`config.mk`:
```
export PLATFORM = sky130hd
export DESIGN_NAME = riscv_axil_master
export DESIGN_NICKNAME = d
export VERILOG_FILES = /design/src/rtl/riscv_axil_pkg.sv /design/src/rtl/riscv_axil_master_watchdog.sv /design/src/rtl/riscv_axil_master.sv
export SDC_FILE = /design/constraint.sdc
export NUM_CORES = 1
export LEC_CHECK = 0
export ABC_CLOCK_PERIOD_IN_PS = 1900
export BUFFER_PORTS_ARGS = -buffer_cell sky130_fd_sc_hd__buf_2
export CORE_MARGIN = 8
export CORE_UTILIZATION = 44
export CTS_CLUSTER_SIZE = 24
export DETAILED_ROUTE_END_ITERATION = 10
export MAX_ROUTING_LAYER = met4
export PLACE_DENSITY = 0.79
export SETUP_SLACK_MARGIN = 0.4
export SLEW_MARGIN = 20
export SYNTH_ARGS = -nofsm -noshare
export SYNTH_HDL_FRONTEND = slang
export SYNTH_SLANG_ARGS = --single-unit
```
`constraint.sdc`:
```
create_clock -name clk -period 1.9 [get_ports clk]
set_clock_uncertainty 0.15 [all_clocks]
set_input_delay 0.38 -clock clk [delete_from_list [all_inputs] [get_ports clk]]
set_output_delay 0.38 -clock clk [all_outputs]
set_load 0.1 [all_outputs]
```
`src/rtl/riscv_axil_pkg.sv`:
```
// ----------------------------------------------------------------------------
// riscv_axil_pkg
//   Shared definitions for the RISC-V AXI4-lite master: AXI response codes,
//   access-protection encodings for instruction/data fetches, the master's
//   state enumeration and a helper that classifies a response as an error.
// ----------------------------------------------------------------------------
package riscv_axil_pkg;

    localparam logic [1:0] RESP_OKAY   = 2'b00;
    localparam logic [1:0] RESP_EXOKAY = 2'b01;
    localparam logic [1:0] RESP_SLVERR = 2'b10;
    localparam logic [1:0] RESP_DECERR = 2'b11;

    localparam logic [2:0] INST_PROT = 3'b101;
    localparam logic [2:0] DATA_PROT = 3'b000;

    typedef enum logic [2:0] {
        IDLE,
        RD_A,
        RD_D,
        WR_AW,
        WR_B,
        RESP,
        LOCKED
    } axil_state_t;

    // OKAY and EXOKAY are successes; SLVERR and DECERR are errors.
    function automatic logic resp_is_err(input logic [1:0] resp);
        logic err;
        case (resp)
            RESP_OKAY, RESP_EXOKAY: err = 1'b0;
            RESP_SLVERR, RESP_DECERR: err = 1'b1;
            default: err = 1'b1;
        endcase
        return err;
    endfunction

endpackage

```
`src/rtl/riscv_axil_master_watchdog.sv`:
```
// ----------------------------------------------------------------------------
// riscv_axil_watchdog
//   Per-transaction outstanding-cycle counter for the AXI4-lite master.
//   clk     : clock
//   reset   : asynchronous active-low reset
//   clear   : zero the counter (master idle)
//   enable  : a transaction is outstanding this cycle
//   expired : this is the LIMIT-th outstanding cycle (or later)
//   The counter saturates at LIMIT and never wraps.
// ----------------------------------------------------------------------------
module riscv_axil_watchdog #(
    parameter int unsigned LIMIT = 1024
) (
    input  logic clk,
    input  logic reset,
    input  logic clear,
    input  logic enable,
    output logic expired
);

    localparam int unsigned CNT_W = $clog2(LIMIT + 1);
    localparam logic [CNT_W-1:0] CNT_MAX  = CNT_W'(LIMIT);
    localparam logic [CNT_W-1:0] CNT_LAST = CNT_W'(LIMIT - 1);

    logic [CNT_W-1:0] count_q;

    always_ff @(posedge clk or negedge reset) begin
        if (!reset) begin
            count_q <= '0;
        end else if (clear) begin
            count_q <= '0;
        end else if (enable && (count_q != CNT_MAX)) begin
            count_q <= count_q + 1'b1;
        end
    end

    // count_q holds the number of outstanding cycles already completed, so
    // reaching LIMIT-1 means the current cycle is the LIMIT-th one.
    assign expired = enable && (count_q >= CNT_LAST);

endmodule

```
`src/rtl/riscv_axil_master.sv`:
```
// ----------------------------------------------------------------------------
// riscv_axil_master
//   AXI4-lite master between the RISC-V core state machine and memory.
//   One read or write request at a time; every AXI output is a register.
//   Parameters: ADDR_W (address width), DATA_W (32 or 64), TIMEOUT_CYCLES
//   (outstanding-cycle limit before lockout, 0 disables the watchdog).
//   Ports:
//     clk, reset (async active-low)
//     req_valid/req_ready/req_write/req_instr/req_addr/req_wdata/req_wstrb
//                                   core request port
//     rsp_valid/rsp_data/rsp_err    one-cycle response pulse
//     rsp_timeout                   watchdog expired, sticky until reset
//     aw*/w*/b*/ar*/r*              AXI4-lite master channels
// ----------------------------------------------------------------------------
module riscv_axil_master
    import riscv_axil_pkg::*;
#(
    parameter int unsigned ADDR_W         = 32,
    parameter int unsigned DATA_W         = 32,
    parameter int unsigned TIMEOUT_CYCLES = 1024
) (
    input  logic                  clk,
    input  logic                  reset,

    input  logic                  req_valid,
    output logic                  req_ready,
    input  logic                  req_write,
    input  logic                  req_instr,
    input  logic [ADDR_W-1:0]     req_addr,
    input  logic [DATA_W-1:0]     req_wdata,
    input  logic [DATA_W/8-1:0]   req_wstrb,

    output logic                  rsp_valid,
    output logic [DATA_W-1:0]     rsp_data,
    output logic                  rsp_err,
    output logic                  rsp_timeout,

    output logic                  awvalid,
    input  logic                  awready,
    output logic [ADDR_W-1:0]     awaddr,
    output logic [2:0]            awprot,

    output logic                  wvalid,
    input  logic                  wready,
    output logic [DATA_W-1:0]     wdata,
    output logic [DATA_W/8-1:0]   wstrb,

    input  logic                  bvalid,
    output logic                  bready,
    input  logic [1:0]            bresp,

    output logic                  arvalid,
    input  logic                  arready,
    output logic [ADDR_W-1:0]     araddr,
    output logic [2:0]            arprot,

    input  logic                  rvalid,
    output logic                  rready,
    input  logic [DATA_W-1:0]     rdata,
    input  logic [1:0]            rresp
);

    localparam int unsigned STRB_W = DATA_W / 8;

    axil_state_t        state_q, state_d;

    logic               req_ready_q, req_ready_d;
    logic               arvalid_q, arvalid_d;
    logic               rready_q, rready_d;
    logic               awvalid_q, awvalid_d;
    logic               wvalid_q, wvalid_d;
    logic               bready_q, bready_d;
    logic               aw_done_q, aw_done_d;
    logic               w_done_q, w_done_d;
    logic [ADDR_W-1:0]  addr_q, addr_d;
    logic [2:0]         prot_q, prot_d;
    logic [DATA_W-1:0]  wdata_q, wdata_d;
    logic [STRB_W-1:0]  wstrb_q, wstrb_d;
    logic [DATA_W-1:0]  rdata_q, rdata_d;
    logic [1:0]         resp_q, resp_d;
    logic               rsp_valid_q, rsp_valid_d;
    logic               rsp_err_q, rsp_err_d;
    logic [DATA_W-1:0]  rsp_data_q, rsp_data_d;
    logic               rsp_timeout_q, rsp_timeout_d;

    logic               ar_hs, r_hs, aw_hs, w_hs, b_hs;
    logic               wd_clear, wd_enable, wd_expired, wd_trip;

    generate
        if (TIMEOUT_CYCLES > 0) begin : g_wd
            riscv_axil_watchdog #(
                .LIMIT(TIMEOUT_CYCLES)
            ) u_wd (
                .clk    (clk),
                .reset  (reset),
                .clear  (wd_clear),
                .enable (wd_enable),
                .expired(wd_expired)
            );
        end else begin : g_no_wd
            assign wd_expired = 1'b0;
        end
    endgenerate

    always_comb begin
        state_d       = state_q;
        arvalid_d     = arvalid_q;
        rready_d      = rready_q;
        awvalid_d     = awvalid_q;
        wvalid_d      = wvalid_q;
        bready_d      = bready_q;
        aw_done_d     = aw_done_q;
        w_done_d      = w_done_q;
        addr_d        = addr_q;
        prot_d        = prot_q;
        wdata_d       = wdata_q;
        wstrb_d       = wstrb_q;
        rdata_d       = rdata_q;
        resp_d        = resp_q;
        rsp_valid_d   = 1'b0;
        rsp_err_d     = 1'b0;
        rsp_data_d    = '0;
        rsp_timeout_d = rsp_timeout_q;
        wd_clear      = 1'b0;
        wd_enable     = 1'b0;
        wd_trip       = 1'b0;

        ar_hs = arvalid_q && arready;
        r_hs  = rready_q && rvalid;
        aw_hs = awvalid_q && awready;
        w_hs  = wvalid_q && wready;
        b_hs  = bready_q && bvalid;

        unique case (state_q)
            IDLE: begin
                wd_clear = 1'b1;
                if (req_valid && req_ready_q) begin
                    addr_d  = req_addr;
                    prot_d  = req_instr ? INST_PROT : DATA_PROT;
                    wdata_d = req_wdata;
                    wstrb_d = req_wstrb;
                    // Writes report zero data, so the read buffer starts cleared.
                    rdata_d = '0;
                    if (req_write) begin
                        awvalid_d = 1'b1;
                        wvalid_d  = 1'b1;
                        aw_done_d = 1'b0;
                        w_done_d  = 1'b0;
                        state_d   = WR_AW;
                    end else begin
                        arvalid_d = 1'b1;
                        rready_d  = 1'b1;
                        state_d   = RD_A;
                    end
                end
            end

            RD_A: begin
                wd_enable = 1'b1;
                if (ar_hs) begin
                    arvalid_d = 1'b0;
                    if (r_hs) begin
                        rready_d = 1'b0;
                        rdata_d  = rdata;
                        resp_d   = rresp;
                        state_d  = RESP;
                    end else begin
                        state_d = RD_D;
                    end
                end else if (wd_expired) begin
                    wd_trip = 1'b1;
                end
            end

            RD_D: begin
                wd_enable = 1'b1;
                if (r_hs) begin
                    rready_d = 1'b0;
                    rdata_d  = rdata;
                    resp_d   = rresp;
                    state_d  = RESP;
                end else if (wd_expired) begin
                    wd_trip = 1'b1;
                end
            end

            WR_AW: begin
                wd_enable = 1'b1;
                if (aw_hs) begin
                    awvalid_d = 1'b0;
                    aw_done_d = 1'b1;
                end
                if (w_hs) begin
                    wvalid_d = 1'b0;
                    w_done_d = 1'b1;
                end
                // Count a handshake landing this cycle as already done so
                // bready follows the last one without an idle cycle.
                if ((aw_done_q || aw_hs) && (w_done_q || w_hs)) begin
                    bready_d = 1'b1;
                    state_d  = WR_B;
                end else if (!aw_hs && !w_hs && wd_expired) begin
                    wd_trip = 1'b1;
                end
            end

            WR_B: begin
                wd_enable = 1'b1;
                if (b_hs) begin
                    bready_d = 1'b0;
                    resp_d   = bresp;
                    state_d  = RESP;
                end else if (wd_expired) begin
                    wd_trip = 1'b1;
                end
            end

            RESP: begin
                rsp_valid_d = 1'b1;
                rsp_err_d   = resp_is_err(resp_q);
                rsp_data_d  = rdata_q;
                state_d     = IDLE;
            end

            LOCKED: begin
            end

            default: begin
                state_d = IDLE;
            end
        endcase

        if (wd_trip) begin
            arvalid_d     = 1'b0;
            rready_d      = 1'b0;
            awvalid_d     = 1'b0;
            wvalid_d      = 1'b0;
            bready_d      = 1'b0;
            rsp_valid_d   = 1'b1;
            rsp_err_d     = 1'b1;
            rsp_timeout_d = 1'b1;
            state_d       = LOCKED;
        end

        // Registered ready: the core may only issue once the previous
        // response pulse has been seen.
        req_ready_d = (state_d == IDLE) && !rsp_valid_d;
    end

    always_ff @(posedge clk or negedge reset) begin
        if (!reset) begin
            state_q       <= IDLE;
            req_ready_q   <= 1'b0;
            arvalid_q     <= 1'b0;
            rready_q      <= 1'b0;
            awvalid_q     <= 1'b0;
            wvalid_q      <= 1'b0;
            bready_q      <= 1'b0;
            aw_done_q     <= 1'b0;
            w_done_q      <= 1'b0;
            addr_q        <= '0;
            prot_q        <= '0;
            wdata_q       <= '0;
            wstrb_q       <= '0;
            rdata_q       <= '0;
            resp_q        <= RESP_OKAY;
            rsp_valid_q   <= 1'b0;
            rsp_err_q     <= 1'b0;
            rsp_data_q    <= '0;
            rsp_timeout_q <= 1'b0;
        end else begin
            state_q       <= state_d;
            req_ready_q   <= req_ready_d;
            arvalid_q     <= arvalid_d;
            rready_q      <= rready_d;
            awvalid_q     <= awvalid_d;
            wvalid_q      <= wvalid_d;
            bready_q      <= bready_d;
            aw_done_q     <= aw_done_d;
            w_done_q      <= w_done_d;
            addr_q        <= addr_d;
            prot_q        <= prot_d;
            wdata_q       <= wdata_d;
            wstrb_q       <= wstrb_d;
            rdata_q       <= rdata_d;
            resp_q        <= resp_d;
            rsp_valid_q   <= rsp_valid_d;
            rsp_err_q     <= rsp_err_d;
            rsp_data_q    <= rsp_data_d;
            rsp_timeout_q <= rsp_timeout_d;
        end
    end

    assign req_ready   = req_ready_q;
    assign rsp_valid   = rsp_valid_q;
    assign rsp_data    = rsp_data_q;
    assign rsp_err     = rsp_err_q;
    assign rsp_timeout = rsp_timeout_q;

    assign awvalid = awvalid_q;
    assign awaddr  = addr_q;
    assign awprot  = prot_q;
    assign wvalid  = wvalid_q;
    assign wdata   = wdata_q;
    assign wstrb   = wstrb_q;
    assign bready  = bready_q;
    assign arvalid = arvalid_q;
    assign araddr  = addr_q;
    assign arprot  = prot_q;
    assign rready  = rready_q;

endmodule
```
==> flow_summary.toml, run 1 <==
[outcome]
status = "complete, but fails checks"
failed_checks = "negative setup slack"

[synth]
ys_ff_latch = 159
yosysWarnings = 0
synth_ff_type = "dfrtp_1"
synth_edf_count = 0
syn-instance-count = 487
ys_seq_area_frac = 0.602
synth.avg_cell_area_um2 = 13.6
async_reset_ff_frac = 1.00
syn_area_um2 = 6610
synthDistinctLibCells = 63

[floorplanning]
start_util = 0.443
dieArea_um2 = 19200
die-height_um = 139
die_width_um = 139
fp-row-count = 45
core_area_um2 = 14900
boundaryPins = 261

[sta]
finalMaxSlewViolations = 0
finalWorstSetupSlack_ns = -0.0895
fin_setup_tns_ns = -0.844
hold_violations = 0
fin_crit_sh = 1.05
setup_viol = 36
fin_crit_ns = 1.99
rsz0062_at_grt = "true"
fmax_mhz = 503

[placed_design]
io_buffer_count = 256
dp_slack_ns = -0.0712
gp_congestion = 0.889
dpl.hpwl_um = 13900
dp.cells = 917

[grt]
grt_overflow = 0
grt_max_degree = 48
grt_pass1_vias = 6034
antenna_found_initial = 2
grt_usage = 0.264
grt_pass1_wl_um = 38100

[setup_path]
critPathCaptureType = "flop"
reg2reg_to = "g_wd.u_wd.count_q[6]"
path_max_fanout = 13
start_kind = "flop"
path_class = "flop to flop"
startpoint = "g_wd.u_wd.count_q[6]"
ff2ff_path_depth = 5
reg2reg_slack_ns = -0.09
r2r-start = "g_wd.u_wd.count_q[6]"
required_ns = 2.10
arrival_ns = 2.19

[route]
routed_via_density = 5.76
drtIter0Drc = 469
drtAntennaViolNets = 0
first_pass_iters = 7
drcViolationCount = 0
wl_um = 30000
wl_per_cell_um = 29.6
vias = 5843

[flow_run]
drv_cap = 0

[hold_path]
whs_path_depth = 2
hold_path_end = "rdata_q[27]"
holdCritStartpoint = "rdata[27]"
hold_class = "input port to flop"

[finish]
layout.cells.non_filler = 1014
area_delta_synth_final_pct = 86.0
drive_above_1_share = 0.688
fin_nets = 927
nFillCells = 610

[clock_tree]
cts_buffer_depth = 2
cts_tree = "done"
cts.sinks = 159
cts_buffers = 17
insertion_delay_ns = 0.42
cts_root_buf = "clkbuf_16"
clk_pin_slew_ns = 0.07
htree_levels = 4
==> critical path, stage by stage (launching register included) <==
cell and delay (ns):
dfrtp_1 0.42, or4_4 0.60, o311ai_4 0.31, buf_12 0.19
o21ai_1 0.10, a21oi_2 0.15
==> per-stage QoR <==
stage,cell area [um^2],hold WS [ns],utilization
after floorplan,7060,-0.0656,-
after global placement,8450,0.193,0.566
after detailed placement,8450,0.201,0.566
after CTS,10900,0.0101,0.731
after global routing,12300,0.00903,0.824
final,12300,0.0208,0.824
==> cells by family after synthesis <==
family          after synthesis  synth area share
compound gates               89             0.105
flops                       159             0.602
mux                          74             0.125
fa+ha+maj                     2           0.00378
other cells                   1          0.000567
simple gates                 96            0.0905
buf+inv                      66            0.0725
==> Yosys cell counts (4+ instances only) <==
cell type | instances | area, um^2
buf_2 | 7 | 35.0
buf_4 | 44 | 330
nand2_1 | 18 | 67.6
o22ai_1 | 4 | 25.0
a21o_1 | 5 | 37.5
and2_1 | 33 | 206
dfrtp_1 | 159 | 3980
nand3_1 | 5 | 25.0
mux2_2 | 71 | 800
inv_1 | 6 | 22.5
nand4_1 | 5 | 31.3
clkbuf_1 | 4 | 15.0
or3_2 | 4 | 30.0
a22o_1 | 32 | 280
a21oi_1 | 16 | 80.1
==> how the worst max path moves through the flow <==
| stage | to | slack, ns |
|---|---|---|
| final | g_wd.u_wd.count_q[6] | -0.09 |
| after global routing | g_wd.u_wd.count_q[4] | -0.13 |
| after CTS | araddr[6] | -0.02 |
| after detailed placement | wstrb[0] | -0.07 |
| after global placement | rdata_q[10] | -0.04 |
| after floorplan | wdata[21] | 0.06 |
==> timing repair <==
| item | in CTS | in global routing |
|---|---|---|
| endpoints found under the setup margin | 304 | 304 |
| cloned | 5 | 3 |
| hold buffers | 1 | 0 |
| setup buffers | 22 | 32 |
| hold endpoints to repair | 42 | 0 |
| gates resized for setup | 402 | 355 |
| pin swaps | 16 | 28 |
==> state kept, by name, indices dropped and copies added (netlist names), 3 cells and up <==
signal             cells
araddr                32
rdata_q               32
rsp_data              32
wdata                 32
g_wd.u_wd.count_q     11
wstrb                  4
state_q                3
==> layer usage <==
layer	vias to the layer above	share of wire	wire length (um)	GRT usage
met4	0	0.044	1340	0.121
met1	3022	0.36	10800	0.280
li1	2376	-	-	-
met5	-	0	0	-
met3	100	0.066	1980	0.0668
met2	345	0.53	15900	0.455
==> placed cells by master, fill, tap and decap left out, drive strengths merged, types with 2 or more instances in the layout <==
cell type and n:
clkinv 4, a21boi 2, inv 10, and2 33, bufinv 4, nor2 3
o21ai 6, a211oi 2, and3b 3, diode 2, a22oi 2, a22o 32
clkinvlp 2, mux2i 3, nor3b 2, and3 3, a21oi 16, nand2 18
clkbuf 20, nand4 5, mux2 71, conb 2, buf 357, dfrtp 159
nor3 4, and4 2, o22ai 4, or3 4, nand4bb 2, nor2b 3
ha 2, o211ai 3, a21o 5, o311ai 3, nand3 5, o41ai 3
nand2b 5
==> final cells by class <==
cell class / instances / area (um^2) / share of cell area
Antenna cell: 2 / 5.00 / 0.000407
Clock buffer: 18 / 439 / 0.0357
Clock inverter: 14 / 208 / 0.0169
Inverter: 6 / 22.5 / 0.00183
Multi-Input combinational cell: 267 / 2800 / 0.228
Sequential cell: 159 / 4120 / 0.335
Tap cell: 188 / 235 / 0.0191
Timing Repair Buffer: 360 / 4470 / 0.363
Power of run 1 is left out: the tool's default activity adds up to more than one toggle a clock period on the data nets, which glitch-free logic cannot reach.
==> run 2, diff against run 1 <==
Settings changed: HOLD_SLACK_MARGIN from default to 0.12.
==> flow_summary.toml, run 2 (same netlist as run 1, synthesis figures left out) <==
[clock_tree]
cts.sinks = 159
insertion_delay_ns = 0.44
cts_buffer_depth = 2
cts_tree = "done"
htree_levels = 4
cts_buffers = 17
cts_root_buf = "clkbuf_16"
clk_pin_slew_ns = 0.07

[sta]
fmax_mhz = 460
fin_setup_tns_ns = -8.22
fin_crit_sh = 1.14
finalWorstSetupSlack_ns = -0.275
worstMarginPinSlew_ns = 0.507
finalMaxSlewViolations = 0
max-slew-margin-rel = 0.662
rsz0062_at_grt = "true"
setup_viol = 107
hold_violations = 0
timing.hold.ws_ns = 0.165
fin_crit_ns = 2.17

[setup_path]
cpMaxStageDelayCell = "or4_4"
max_stage_delay_ns = 0.60
arrival_ns = 2.30
reg2reg_slack_ns = -0.27
reg2reg_to = "g_wd.u_wd.count_q[3]"
path_max_fanout = 13
required_ns = 2.03
path_buf_inv = 1
path_class = "flop to flop"
path_cells = "or4_4, o311ai_4, buf_12, o211ai_1, o31ai_1"
path_delay_family = "compound AO/OA/AOI/OAI gates"
r2r-start = "g_wd.u_wd.count_q[6]"
ff2ff_path_depth = 5
start_kind = "flop"
critPathCaptureType = "flop"

[finish]
multi_input_area_um2 = 2910
final_common_cell = "buf_12"
nFillCells = 411
fin_nets = 1033
layout_common_cells = "buf_12, dfrtp_1, buf_2"
area_delta_synth_final_pct = 104
drive_above_1_share = 0.661
seqCellArea_um2 = 4130

[route]
vias = 6991
drcViolationCount = 0
wl_per_cell_um = 34.4
wl_um = 38700
drtIter0Drc = 758
first_pass_iters = 7
routed_via_density = 6.21
drtAntennaViolNets = 0

[hold_path]
holdCritStartpoint = "rresp[1]"
whs_path_depth = 3
hold_path_end = "resp_q[1]"
hold_class = "input port to flop"

[grt]
antenna_found_initial = 3
grt_usage = 0.311
grt_overflow = 0
grt_pass1_vias = 6726
grt_max_degree = 48
grt_pass1_wl_um = 44100

[outcome]
status = "complete, but fails checks"
failed_checks = "negative setup slack"

[floorplanning]
die-height_um = 139
start_util = 0.443
dieArea_um2 = 19200
core_area_um2 = 14900
die_width_um = 139
fp-row-count = 45
boundaryPins = 261

[placed_design]
io_buffer_count = 256
dpl.hpwl_um = 13900
gp_congestion = 0.889

[flow_run]
drv_cap = 0
[run 2: area by class of cell]
type | instances | area share
diodes | 8 | 0.00148
clock buffers | 18 | 0.0325
clock inverters | 14 | 0.0154
inverters | 6 | 0.00167
multi-input cells | 267 | 0.216
flip-flops and latches | 159 | 0.306
well taps | 188 | 0.0174
repair buffers | 466 | 0.410
[run 2: stage by stage]
stage	area (um^2)	instances	utilization	setup slack [ns]
CTS	11900	1078	0.799	-0.0209
finish	13500	1126	0.905	-0.275
global route	13500	1123	0.904	-0.302
global placement	8450	917	0.566	-0.0411
floorplan	7060	488	-	0.0573
detailed placement	8450	917	0.566	-0.0712
[run 2: how the worst max path moves through the flow]
stage | startpoint | to | cells after the start
global route | g_wd.u_wd.count_q[6] | g_wd.u_wd.count_q[3] | 5
finish | g_wd.u_wd.count_q[6] | g_wd.u_wd.count_q[3] | 5
detailed placement | state_q[1] | wstrb[0] | 4
global placement | state_q[1] | rdata_q[10] | 4
CTS | state_q[1] | araddr[6] | 6
floorplan | state_q[2] | wdata[21] | 5
[run 2: repair_timing]
item / in CTS / in global routing
resized for setup: 402 / 402
hold buffers: 102 / 0
pin swaps: 16 / 32
hold endpoints to repair: 143 / 0
cloned: 5 / 5
setup endpoints to repair: 304 / 304
setup buffers: 22 / 35
[run 2: per-layer routing]
metal / vias up / global-route usage / part of all wire
met3: 204 / 0.0757 / 0.10
met1: 3548 / 0.342 / 0.35
met5: - / - / 0
met2: 649 / 0.524 / 0.48
met4: 0 / 0.141 / 0.065
li1: 2590 / - / -
[run 2: worst reg2reg max path, cell delays in order, from the launching register on]
cell      delay (ns)
dfrtp_1         0.39
or4_4           0.60
o311ai_4        0.35
buf_12          0.20
o211ai_1        0.15
o31ai_1         0.17
Power of run 2 is left out for the same reason.
